$ cat src/rtl/cory_demux8.sv
// cory_demux8: stream 1:8 demultiplexer with a one-entry register stage per output lane.
module cory_demux8 #(
    parameter int N = 8
) (
    input  logic         clk,
    input  logic         reset_n,
    input  logic         i_a_v,
    input  logic [N-1:0] i_a_d,
    output logic         o_a_r,
    input  logic         i_s_v,
    input  logic [2:0]   i_s_d,
    output logic         o_s_r,
    output logic         o_z0_v,
    output logic [N-1:0] o_z0_d,
    input  logic         i_z0_r,
    output logic         o_z1_v,
    output logic [N-1:0] o_z1_d,
    input  logic         i_z1_r,
    output logic         o_z2_v,
    output logic [N-1:0] o_z2_d,
    input  logic         i_z2_r,
    output logic         o_z3_v,
    output logic [N-1:0] o_z3_d,
    input  logic         i_z3_r,
    output logic         o_z4_v,
    output logic [N-1:0] o_z4_d,
    input  logic         i_z4_r,
    output logic         o_z5_v,
    output logic [N-1:0] o_z5_d,
    input  logic         i_z5_r,
    output logic         o_z6_v,
    output logic [N-1:0] o_z6_d,
    input  logic         i_z6_r,
    output logic         o_z7_v,
    output logic [N-1:0] o_z7_d,
    input  logic         i_z7_r
);
    logic [7:0]   v;
    logic [N-1:0] d [8];
    logic [7:0]   z_r;
    logic [7:0]   lane_free;
    logic         sel_free;
    logic         accept;

    assign z_r       = {i_z7_r, i_z6_r, i_z5_r, i_z4_r, i_z3_r, i_z2_r, i_z1_r, i_z0_r};
    assign lane_free = ~v | z_r;
    assign sel_free  = lane_free[i_s_d];
    // a and s are only ever consumed together, so each ready looks at the other valid
    assign o_a_r     = i_s_v && sel_free;
    assign o_s_r     = i_a_v && sel_free;
    assign accept    = i_a_v && i_s_v && sel_free;

    always_ff @(posedge clk or negedge reset_n) begin
        if (!reset_n) begin
            v <= '0;
            for (int k = 0; k < 8; k++) d[k] <= '0;
        end else begin
            for (int k = 0; k < 8; k++) begin
                if (accept && i_s_d == 3'(k)) begin
                    v[k] <= 1'b1;
                    d[k] <= i_a_d;
                end else if (z_r[k]) begin
                    v[k] <= 1'b0;
                end
            end
        end
    end

    assign o_z0_v = v[0];
    assign o_z1_v = v[1];
    assign o_z2_v = v[2];
    assign o_z3_v = v[3];
    assign o_z4_v = v[4];
    assign o_z5_v = v[5];
    assign o_z6_v = v[6];
    assign o_z7_v = v[7];
    assign o_z0_d = d[0];
    assign o_z1_d = d[1];
    assign o_z2_d = d[2];
    assign o_z3_d = d[3];
    assign o_z4_d = d[4];
    assign o_z5_d = d[5];
    assign o_z6_d = d[6];
    assign o_z7_d = d[7];
endmodule
$ cat config.mk
export PLATFORM = sky130hd
export DESIGN_NAME = cory_demux8
export DESIGN_NICKNAME = d
export VERILOG_FILES = /design/src/rtl/cory_demux8.sv
export SDC_FILE = /design/constraint.sdc
export NUM_CORES = 1
export LEC_CHECK = 0
export ABC_AREA = 0
export CORE_UTILIZATION = 45
export CTS_CLUSTER_SIZE = 14
export DETAILED_ROUTE_END_ITERATION = 7
export PLACE_DENSITY_LB_ADDON = 0.25
export REMOVE_ABC_BUFFERS = 1
export SLEW_MARGIN = 20
export SYNTH_ARGS = -nofsm -noshare
export SYNTH_HDL_FRONTEND = slang
export SYNTH_SLANG_ARGS = --single-unit
$ cat constraint.sdc
create_clock -name clk -period 2 [get_ports clk]
set_clock_uncertainty 0.15 [all_clocks]
set_input_delay 0.4 -clock clk [delete_from_list [all_inputs] [get_ports clk]]
set_output_delay 0.4 -clock clk [all_outputs]
set_load 0.02 [all_outputs]
==> run metrics, run 1 <==
status complete, but fails checks; violated checks negative setup slack; antenna violations before repair 0; final period utilization 102%; Worst-path clk slew approximately 70 ps; # port buffers 96; drt first-iter violations 69; family with the most delay on the worst path simple AND/OR/NAND/NOR gates; adder-cell area share of the yosys netlist 0%; mux contribution to synthesized area 25.0%; warning count from the yosys run 0; largest family of logic cells by synthesized area multiplexers; xor/xnor share of the synthesized area 0%; Final ANT Viol Nets 0; Final Critical Period 2040 ps; CP arrival between 1000 and 1500 ps; dpl hpwl 4950 um; Post-synth EDFFs 0; MaxCap Viol Count 0; sequential share of the synthesized area 62.6%; CP bufs+invs 1; slew of the pin with the lowest slew margin a little over 500 ps; Cells after Synth 187; Clock Tree Root clkbuf_8; post-place setup slack -869 ps; Synth area leaders dfrtp_1 (63%), mux2_2 (25%), nand2b_1 (1.7%), nor3b_4 (1.3%), and3_1 (1.1%); Commonest cells post-synth dfrtp_1 (72), mux2_2 (64), nand2b_1 (8); area leader, netlist dfrtp_1; # IOs 97; Skew-Pair Late Insertion Delay 340 ps; first-pass detailed-route iteration total 4; full die area 6720 um2; power per cell area about 1000 nW/um2; Crit-path slowest cell or4bb_4; critical path's largest stage delay ~480 ps; Critical Path Stages 4; Syn-to-layout area delta 58.8%; pin count of the biggest net entering global routing 40; Distinct cells, synth 21; kind of critical path flip-flop to output pin; vias in the first global route 2237; P_leak 0.00201 uW; Rows 28; post-synthesis simple-gate area fraction 9.47%; Critical Path RT ~1500 ps; worst hold path class flip-flop to flip-flop; total global routing overflow 0; ant diodes 0; routability cong. about 0.84; GR peak layer met2; dominant synthesized flop cell dfrtp_1; CTS H-tree lvls 3; CORE AREA between 6000 and 7000 um2; Synth Cell Area approximately 2900 um2; Synth Area in Compound Gates about 2.1%; GR Util met2 ~37%; CTS tree yes; fraction of registers with async set/reset between 90% and 100%; critical path, cell by cell or4bb_4 > nand3_2 > o22ai_2 > buf_6; Reg-to-Reg Start v[6]$_DFFE_PN0P_; Routed wire per std cell roughly 17 um; most instantiated library cell after synthesis dfrtp_1; share of Yosys cell area claimed by the top area cell type between 60 and 70%; Routed WL 6980 um; number of synthesized register bits just over 70; crit start category flip-flop; flop2flop setup slack 430 ps; Pins Over Slew Limit 0; met3 Resource Use GR under 10%; Worst setup EP type output pin; maximum VDD drop 0.717 mV; first-pass GRT wire length about 11000 um; Fillers slightly below 400; DRC viols 0; share of cells above drive strength 1 a little over two fifths; clock net sink count 72; CTS max path bufs 2; Die H ~82 um; CTS Buf Count 9; vias ~2100; maximum clock frequency between 0.4 and 0.5 GHz; worst setup slack after layout -40.7 ps; nets between 300 and 400; count of final setup violators 2; Fin. Hold Viols 0; grt met1 use 27.4%; Total Routing Usage GR between 20% and 30%; Reg-to-Reg End o_z6_d[7]$_DFFE_PN0P_; RSZ-0062 raised after global routing true; start point of the worst hold path o_z1_d[2]$_DFFE_PN0P_; CP Max Fanout 2; Die X 82.0 um; Initial Utilization a little under half; Mean Syn Cell Area roughly 15 um2; Worst R2R Path Depth 5; critical path endpoint o_a_r; Vias/cell between 5 and 6; total power around 4700 uW; Worst slew margin between 60% and 70%; Worst setup startpoint v[6]$_DFFE_PN0P_
## area by class of cell
cell class | count | area, um2 | share of cell area [%]
flip-flops and latches | 72 | 1800 | 39.4
repair buffers | 130 | 1300 | 28.4
multi-input cells | 110 | 1160 | 25.4
clock buffers | 13 | 149 | 3.26
well taps | 75 | 93.8 | 2.05
clock inverters | 3 | 65.1 | 1.42
inverters | 1 | 3.75 | 0.0821
## cells in the final DEF, fill, tap and decap left out, drive strengths merged, types with 3 or more instances in the layout
| cell | count |
|---|---|
| nand2 | 3 |
| buf | 38 |
| nand3 | 7 |
| nand2b | 8 |
| clkbuf | 13 |
| mux2 | 64 |
| o21ai | 6 |
| clkdlybuf4s50 | 87 |
| dfrtp | 72 |
| and3 | 5 |
## per-layer routing
| metal | part of all wire, % | vias to the layer above | wire, um |
|---|---|---|---|
| li1 | - | 954 | - |
| met5 | 0 | - | 0 |
| met1 | 42 | 1036 | 2930 |
| met2 | 50 | 64 | 3520 |
| met4 | 1.4 | 0 | 99 |
| met3 | 6.1 | 9 | 428 |
## kinds of logic after synthesis
family | Yosys count
AOI/OAI and AO/OA | 10
DFF | 72
buffers and inverters | 5
muxes | 64
and+or+nand+nor | 36
## how the worst min path moves through the flow
stage / endpoint / slack (ps) / cells past startpoint
after global placement: o_z4_d[4]$_DFFE_PN0P_ / 260 / 1
after CTS: v[6]$_DFFE_PN0P_ / 350 / 3
after floorplan: o_z0_d[0]$_DFFE_PN0P_ / -50 / 0
final: o_z1_d[2]$_DFFE_PN0P_ / 360 / 1
after global routing: o_z0_d[5]$_DFFE_PN0P_ / 370 / 1
after detailed placement: o_z4_d[4]$_DFFE_PN0P_ / 260 / 1
## power breakdown
| part | switching, uW | internal (uW) | leakage, uW |
|---|---|---|---|
| Combinational | 720 | 836 | 0.00101 |
| Clock | 492 | 736 | 0.000108 |
| Sequential | 158 | 1760 | 0.000895 |
| Total | 1370 | 3340 | 0.00201 |
## timing repair
action	in CTS	in global routing
endpoints found under the setup margin	2	5
pin swaps	7	10
buffers inserted	2	2
hold endpoints to repair	37	0
hold buffers	1	0
gates resized for setup	31	19
## sequential cells by signal (all words and copies together) (netlist names)
signal,count
o_z0_d,8
o_z1_d,8
o_z2_d,8
o_z3_d,8
o_z4_d,8
o_z5_d,8
o_z6_d,8
o_z7_d,8
v,8
## worst register-to-register path: stages (launching register included)
cell	delay [ps]
dfrtp_1	390
buf_4	140
nand2b_1	110
and3_4	210
buf_12	120
mux2_2	340
## per-stage QoR
stage | TNS, ps | hold WS [ps] | area, um2 | instances | util [%]
floorplan | 0 | -45.6 | 2860 | 183 | -
global placement | -16460 | 256 | 4200 | 383 | 69.4
detailed placement | -17540 | 258 | 4200 | 383 | 69.4
CTS | -233 | 354 | 4460 | 402 | 73.6
global route | -162 | 371 | 4570 | 404 | 75.4
finish | -80.1 | 357 | 4570 | 404 | 75.4
(Power assumes the default switching activity.)
==> inputs of run 2 (changes only) <==
--- a/config.mk
+++ b/config.mk
@@ -11,7 +11,6 @@
 export DETAILED_ROUTE_END_ITERATION = 7
 export PLACE_DENSITY_LB_ADDON = 0.25
 export REMOVE_ABC_BUFFERS = 1
-export SLEW_MARGIN = 20
 export SYNTH_ARGS = -nofsm -noshare
 export SYNTH_HDL_FRONTEND = slang
 export SYNTH_SLANG_ARGS = --single-unit
==> results of run 2 <==
The final DEF is identical to that of run 1; final timing and power are the same.
